$ cat config.mk
export PLATFORM = sky130hd
export DESIGN_NAME = blk_4dd263_flat
export DESIGN_NICKNAME = d
export VERILOG_FILES = /design/src/rtl/blk_4dd263_if.sv /design/src/rtl/blk_4dd263.sv /design/src/flat_wrapper.sv
export SDC_FILE = /design/constraint.sdc
export NUM_CORES = 1
export LEC_CHECK = 0
export BUFFER_PORTS_ARGS = -buffer_cell sky130_fd_sc_hd__buf_2
export CELL_PAD_IN_SITES_DETAIL_PLACEMENT = 0
export CELL_PAD_IN_SITES_GLOBAL_PLACEMENT = 1
export CORE_MARGIN = 2
export CORE_UTILIZATION = 41
export CTS_CLUSTER_DIAMETER = 150
export DETAILED_ROUTE_END_ITERATION = 7
export PLACE_DENSITY_LB_ADDON = 0.3
export SKIP_LAST_GASP = 1
export SYNTH_ARGS = -nofsm -noshare
export SYNTH_HDL_FRONTEND = slang
export SYNTH_SLANG_ARGS = --single-unit
$ cat constraint.sdc
create_clock -name clk -period 3 [get_ports clk]
set_input_delay 0.45 -clock clk [delete_from_list [all_inputs] [get_ports clk]]
set_output_delay 0.45 -clock clk [all_outputs]
set_load 0.005 [all_outputs]
$ cat src/rtl/blk_4dd263_if.sv
// blk_4dd263_if: Avalon-ST beat-in / symbol-out stream bundle for the 32-to-8 width adapter
interface blk_4dd263_if #(parameter int DATA_W = 32, ERROR_W = 6, EMPTY_W = 2, SYMBOL_W = 8);
  logic                in_valid;
  logic                in_ready;
  logic [DATA_W-1:0]   in_data;
  logic [ERROR_W-1:0]  in_error;
  logic                in_startofpacket;
  logic                in_endofpacket;
  logic [EMPTY_W-1:0]  in_empty;
  logic                out_ready;
  logic                out_valid;
  logic [SYMBOL_W-1:0] out_data;
  logic [ERROR_W-1:0]  out_error;
  logic                out_startofpacket;
  logic                out_endofpacket;
  modport slave (
    input  in_valid, in_data, in_error, in_startofpacket, in_endofpacket, in_empty, out_ready,
    output in_ready, out_valid, out_data, out_error, out_startofpacket, out_endofpacket
  );
  modport master (
    output in_valid, in_data, in_error, in_startofpacket, in_endofpacket, in_empty, out_ready,
    input  in_ready, out_valid, out_data, out_error, out_startofpacket, out_endofpacket
  );
endinterface

$ cat src/rtl/blk_4dd263.sv
// blk_4dd263: Avalon-ST width adapter, 4-symbol beats in, one symbol per beat out, empty symbols dropped.
// Define SOPC_ST_WIDTH_ADAPTER_PKT_CHECK_EN to add the pkt_err sop/eop framing check output.
module blk_4dd263 #(
  parameter int IN_SYMBOLS = 4,
  parameter int SYMBOL_W   = 8,
  parameter int ERROR_W    = 6,
  parameter int MSB_FIRST  = 1
) (
  input  logic clk,
  input  logic reset,
  blk_4dd263_if.slave bus
`ifdef SOPC_ST_WIDTH_ADAPTER_PKT_CHECK_EN
  , output logic pkt_err
`endif
);
  localparam int DW = IN_SYMBOLS * SYMBOL_W;
  localparam int IW = $clog2(IN_SYMBOLS);
  localparam int NW = IW + 1;
  logic          full_q, full_d, sop_q, sop_d, eop_q, eop_d;
  logic [DW-1:0] data_q, data_d;
  logic [ERROR_W-1:0] err_q, err_d;
  logic [NW-1:0] n_q, n_d;
  logic [IW-1:0] idx_q, idx_d, sel;
  logic          last, take, rdy, acc;
  always_comb begin
    last   = {1'b0, idx_q} == n_q - NW'(1);
    take   = full_q & bus.out_ready;
    rdy    = !full_q | (take & last);
    acc    = bus.in_valid & rdy;
    full_d = acc | (full_q & !(take & last));
    idx_d  = acc ? '0 : take ? idx_q + IW'(1) : idx_q;
    data_d = acc ? bus.in_data : data_q;
    err_d  = acc ? bus.in_error : err_q;
    sop_d  = acc ? bus.in_startofpacket : sop_q;
    eop_d  = acc ? bus.in_endofpacket : eop_q;
    n_d    = !acc ? n_q : bus.in_endofpacket ? NW'(IN_SYMBOLS) - {1'b0, bus.in_empty} : NW'(IN_SYMBOLS);
    sel    = MSB_FIRST != 0 ? IW'(IN_SYMBOLS - 1) - idx_q : idx_q;
  end
  always_ff @(posedge clk or posedge reset)
    if (reset) begin
      full_q <= 1'b0;
      data_q <= '0;
      err_q  <= '0;
      sop_q  <= 1'b0;
      eop_q  <= 1'b0;
      n_q    <= '0;
      idx_q  <= '0;
    end else begin
      full_q <= full_d;
      data_q <= data_d;
      err_q  <= err_d;
      sop_q  <= sop_d;
      eop_q  <= eop_d;
      n_q    <= n_d;
      idx_q  <= idx_d;
    end
  // Last symbol out and next beat in share a cycle, so in_ready looks through to out_ready.
  assign bus.in_ready          = rdy;
  assign bus.out_valid         = full_q;
  assign bus.out_data          = data_q[sel*SYMBOL_W +: SYMBOL_W];
  assign bus.out_error         = err_q;
  assign bus.out_startofpacket = full_q & sop_q & (idx_q == '0);
  assign bus.out_endofpacket   = full_q & eop_q & last;
`ifdef SOPC_ST_WIDTH_ADAPTER_PKT_CHECK_EN
  logic open_q, open_d, perr_q, perr_d;
  always_comb begin
    perr_d = acc & (bus.in_startofpacket == open_q);
    open_d = !acc ? open_q : bus.in_endofpacket ? 1'b0 : bus.in_startofpacket | open_q;
  end
  always_ff @(posedge clk or posedge reset)
    if (reset) begin
      open_q <= 1'b0;
      perr_q <= 1'b0;
    end else begin
      open_q <= open_d;
      perr_q <= perr_d;
    end
  assign pkt_err = perr_q;
`endif
endmodule

$ cat src/flat_wrapper.sv
// flat-port wrapper written by rule: the top's interface ports become plain ports
module blk_4dd263_flat 
#(
  parameter int IN_SYMBOLS = 4,
  parameter int SYMBOL_W   = 8,
  parameter int ERROR_W    = 6,
  parameter int MSB_FIRST  = 1
)
  (clk, reset, bus_in_valid, bus_in_data, bus_in_error, bus_in_startofpacket, bus_in_endofpacket, bus_in_empty, bus_out_ready, bus_in_ready, bus_out_valid, bus_out_data, bus_out_error, bus_out_startofpacket, bus_out_endofpacket);
  blk_4dd263_if #(.ERROR_W(ERROR_W), .SYMBOL_W(SYMBOL_W)) bus_i ();
  input  logic clk;
  input  logic reset;
  input wire logic [$bits(bus_i.in_valid)-1:0] bus_in_valid;
  input wire logic [$bits(bus_i.in_data)-1:0] bus_in_data;
  input wire logic [$bits(bus_i.in_error)-1:0] bus_in_error;
  input wire logic [$bits(bus_i.in_startofpacket)-1:0] bus_in_startofpacket;
  input wire logic [$bits(bus_i.in_endofpacket)-1:0] bus_in_endofpacket;
  input wire logic [$bits(bus_i.in_empty)-1:0] bus_in_empty;
  input wire logic [$bits(bus_i.out_ready)-1:0] bus_out_ready;
  output wire logic [$bits(bus_i.in_ready)-1:0] bus_in_ready;
  output wire logic [$bits(bus_i.out_valid)-1:0] bus_out_valid;
  output wire logic [$bits(bus_i.out_data)-1:0] bus_out_data;
  output wire logic [$bits(bus_i.out_error)-1:0] bus_out_error;
  output wire logic [$bits(bus_i.out_startofpacket)-1:0] bus_out_startofpacket;
  output wire logic [$bits(bus_i.out_endofpacket)-1:0] bus_out_endofpacket;
  assign bus_i.in_valid = bus_in_valid;
  assign bus_i.in_data = bus_in_data;
  assign bus_i.in_error = bus_in_error;
  assign bus_i.in_startofpacket = bus_in_startofpacket;
  assign bus_i.in_endofpacket = bus_in_endofpacket;
  assign bus_i.in_empty = bus_in_empty;
  assign bus_i.out_ready = bus_out_ready;
  assign bus_in_ready = bus_i.in_ready;
  assign bus_out_valid = bus_i.out_valid;
  assign bus_out_data = bus_i.out_data;
  assign bus_out_error = bus_i.out_error;
  assign bus_out_startofpacket = bus_i.out_startofpacket;
  assign bus_out_endofpacket = bus_i.out_endofpacket;
  blk_4dd263 #(.IN_SYMBOLS(IN_SYMBOLS), .SYMBOL_W(SYMBOL_W), .ERROR_W(ERROR_W), .MSB_FIRST(MSB_FIRST)) u_core (.clk(clk), .reset(reset), .bus(bus_i));
endmodule
==> impl_metrics.env <==
export IMPL_ios=64
export IMPL_nets=253
export IMPL_cts_sinks=46
export IMPL_r2r_end="u_core.data_q[30]$_DFFE_PP0P_"
export IMPL_io_buffers=63
export IMPL_p_seq_share_pct=39.0
export IMPL_async_reset_ff_share_pct=100
export IMPL_fill_cells=446
export IMPL_dieArea_sq_mm=0.00569
export IMPL_cts_root_buf="clkbuf_8"
export IMPL_slowest_delay_ns=0.48
export IMPL_synth_top_area_share_pct=55.0
export IMPL_die_y_um=75.4
export IMPL_grt_overflow=0
export IMPL_syn_avg_cell_area_sq_um=15.3
export IMPL_relSlewSlack_pct=37.9
export IMPL_tritoncts="done"
export IMPL_netSwitchingPower_mw=0.880
export IMPL_synthTopCellsByArea="dfrtp_1 (55%), mux2_2 (21%), mux4_2 (8.6%)"
export IMPL_htree_levels=2
export IMPL_rsz0062_at_grt="false"
export IMPL_critical_path_endpoint_type="output pin"
export IMPL_critPathKind="flop to output pin"
export IMPL_reg2regPathDepth=6
export IMPL_initial_core_util_pct=43.4
export IMPL_synth_fp_nets=186
export IMPL_syn_inst=137
export IMPL_critPathLaunch="u_core.n_q[0]$_DFFE_PP0P_"
export IMPL_clk_latency_ns=0.30
export IMPL_grt_pass1_wl_um=6760
export IMPL_yosys_area_top_type="dfrtp_1"
export IMPL_dr_pass1_iters=4
export IMPL_ant_nets=0
export IMPL_crit_slowest_cell="o41ai_1"
export IMPL_post_drt_wl_per_cell_um=15.2
export IMPL_layout_drive_gt1_share_pct=59.0
export IMPL_period_share_pct=78.4
export IMPL_ys_flop_type="dfrtp_1"
export IMPL_rows=25
export IMPL_yosysMostFrequentCell="dfrtp_1"
export IMPL_syn_to_final_growth_pct=23.3
export IMPL_drv_slew=0
export IMPL_vias_per_cell=4.94
export IMPL_intPower_mw=1.93
export IMPL_yosys_warnings=0
export IMPL_synth_seq_cells=46
export IMPL_crit_chain="inv_1 > ha_1 > xnor2_1 > o41ai_1 > buf_2"
export IMPL_p_comb_share_pct=45.1
export IMPL_min_delay_path_class="input pin to asynchronous set/reset pin"
export IMPL_setup_tns_ns=0
export IMPL_synth_edf_count=0
export IMPL_arrival_ns=1.90
export IMPL_power_frac_clock_pct=15.9
export IMPL_hold_buffers=0
export IMPL_drt_iter0_markers=75
export IMPL_route_vias_total=1344
export IMPL_grt_pass1_vias=1521
export IMPL_status="complete, no violations"
export IMPL_globalplace_congestion=0.855
export IMPL_syn_area_sq_mm=0.00209
export IMPL_antenna_found_initial=0
export IMPL_powerDensity_mw_per_mm2=1090
export IMPL_ys_top_cells_by_count="dfrtp_1 (46), mux2_2 (39), inv_1 (9), mux4_2 (8), nand2_1 (5)"
export IMPL_reg2reg_from="u_core.n_q[0]$_DFFE_PP0P_"
export IMPL_dp_hpwl_um=3080
export IMPL_yosysSeqAreaShare_pct=55.0
export IMPL_setup_viol_count_final=0
export IMPL_core_area_sq_mm=0.00482
export IMPL_cts_buffer_depth=2
export IMPL_period_minus_slack_ns=2.35
export IMPL_path_max_fanout=4
export IMPL_cts_resized=0
export IMPL_fin_skew_ns=0.00481
export IMPL_endpoint="bus_in_ready"
export IMPL_post_cts_buffers=0
export IMPL_critPathLaunchType="flop"
export IMPL_grt_start_max_net_pins=47
export IMPL_placed_area_sq_mm=0.00247
export IMPL_worstMarginPinSlew_ns=0.931
export IMPL_leakage_nw=1.22
export IMPL_cp_required_ns=2.55
export IMPL_grt_use_total_pct=16.2
export IMPL_path_clk_slew_ns=0.08
export IMPL_peakVddDrop_uv=427
export IMPL_reg2reg_slack_ns=0.65
export IMPL_drt_wl_total_um=4140
export IMPL_ys_types=23
export IMPL_drc=0
export IMPL_hold_viol=0
export IMPL_fp_dieW_um=75.4
export IMPL_design_area_sq_mm=0.00258
export IMPL_diodes=0
export IMPL_numCtsBuffers=5
export IMPL_switching_share_pct=31.3
export IMPL_max_freq_ghz=0.425
export IMPL_maxCapViolCount=0
[worst min path at each step]
stage                                             start                       endpoint  slack (ns)
after floorplan           u_core.data_q[12]$_DFFE_PP0P_  u_core.data_q[12]$_DFFE_PP0P_        0.45
after global placement    u_core.data_q[13]$_DFFE_PP0P_  u_core.data_q[13]$_DFFE_PP0P_        0.47
after detailed placement  u_core.data_q[12]$_DFFE_PP0P_  u_core.data_q[12]$_DFFE_PP0P_        0.48
after CTS                               bus_in_data[12]  u_core.data_q[12]$_DFFE_PP0P_        0.36
after global routing                    bus_in_data[12]  u_core.data_q[12]$_DFFE_PP0P_        0.37
final                                             reset  u_core.data_q[28]$_DFFE_PP0P_        0.35
[cell usage in the layout, fill, tap and decap left out, drive strengths merged]
| cell | instances |
|---|---|
| inv | 9 |
| mux4 | 8 |
| clkbuf | 7 |
| and4 | 1 |
| dfrtp | 46 |
| ha | 3 |
| o31ai | 1 |
| mux2i | 2 |
| nand2b | 2 |
| nand3 | 3 |
| nor4 | 1 |
| mux2 | 41 |
| o41ai | 2 |
| nor2 | 1 |
| buf | 66 |
| xnor2 | 3 |
| bufinv | 1 |
| and3 | 1 |
| nand2 | 5 |
| o21ai | 1 |
| xor2 | 1 |
[sequential cells by signal (all words and copies together) (netlist names)]
register and count:
u_core.eop_q 1, u_core.idx_q 2, u_core.bus.out_error 6, u_core.bus.out_valid 1
u_core.data_q 32, u_core.n_q 3, u_core.sop_q 1
[power groups by stage]
stage | logic, mW | registers, mW | clock network [mW]
detailed placement | 1.30 | 1.12 | 0
floorplan | 0.950 | 1.07 | 0
finish | 1.27 | 1.10 | 0.448
global placement | 1.24 | 1.09 | 0
CTS | 1.30 | 1.10 | 0.465
global route | 1.41 | 1.14 | 0.494
[critical path: cells and delay by family (launching register included)]
kind                     cells  cell delay [ns]
AO/OA/AOI/OAI                1             0.48
XOR/XNOR                     1             0.20
flip-flops                   1             0.36
buffers and inverters        2             0.26
adder cells (fa/ha/maj)      1             0.30
[per-layer routing]
metal,global-route usage [%],up-vias,share of wire (%)
li1,-,622,-
met1,18.2,657,39
met2,27.9,52,51
met3,4.63,13,7.1
met4,8.58,0,3.0
met5,0,-,0
[area by class of cell]
class	instances	area [sq um]	area share [%]
tap	67	83.8	3.25
timing repair buffer	66	350	13.6
inverter	9	33.8	1.31
clock inverter	1	30.0	1.16
multi-input combinational	76	855	33.1
clock buffer	7	76.3	2.96
sequential	46	1150	44.6
[cell families (layout without fill, tap and decap cells)]
kind of cell / Yosys count / after routing / share of synthesized area [%]
simple gates: 14 / 14 / 3.41
fa+ha+maj: 3 / 3 / 1.79
flops: 46 / 46 / 55.0
compound gates: 4 / 4 / 2.33
mux: 51 / 51 / 31.6
xor+xnor: 4 / 4 / 1.67
buf+inv: 15 / 83 / 4.13
[through the flow]
step / setup slack, ns / power [mW] / cells / util, % / hold slack, ns
finish: 0.647 / 2.81 / 272 / 53.6 / 0.352
global route: 0.493 / 3.04 / 272 / 53.6 / 0.369
CTS: 0.627 / 2.87 / 272 / 53.6 / 0.362
detailed placement: 0.653 / 2.41 / 264 / 51.4 / 0.484
global placement: 0.710 / 2.33 / 264 / 51.4 / 0.466
floorplan: 0.872 / 2.02 / 137 / - / 0.453
(Power assumes the default switching activity.)
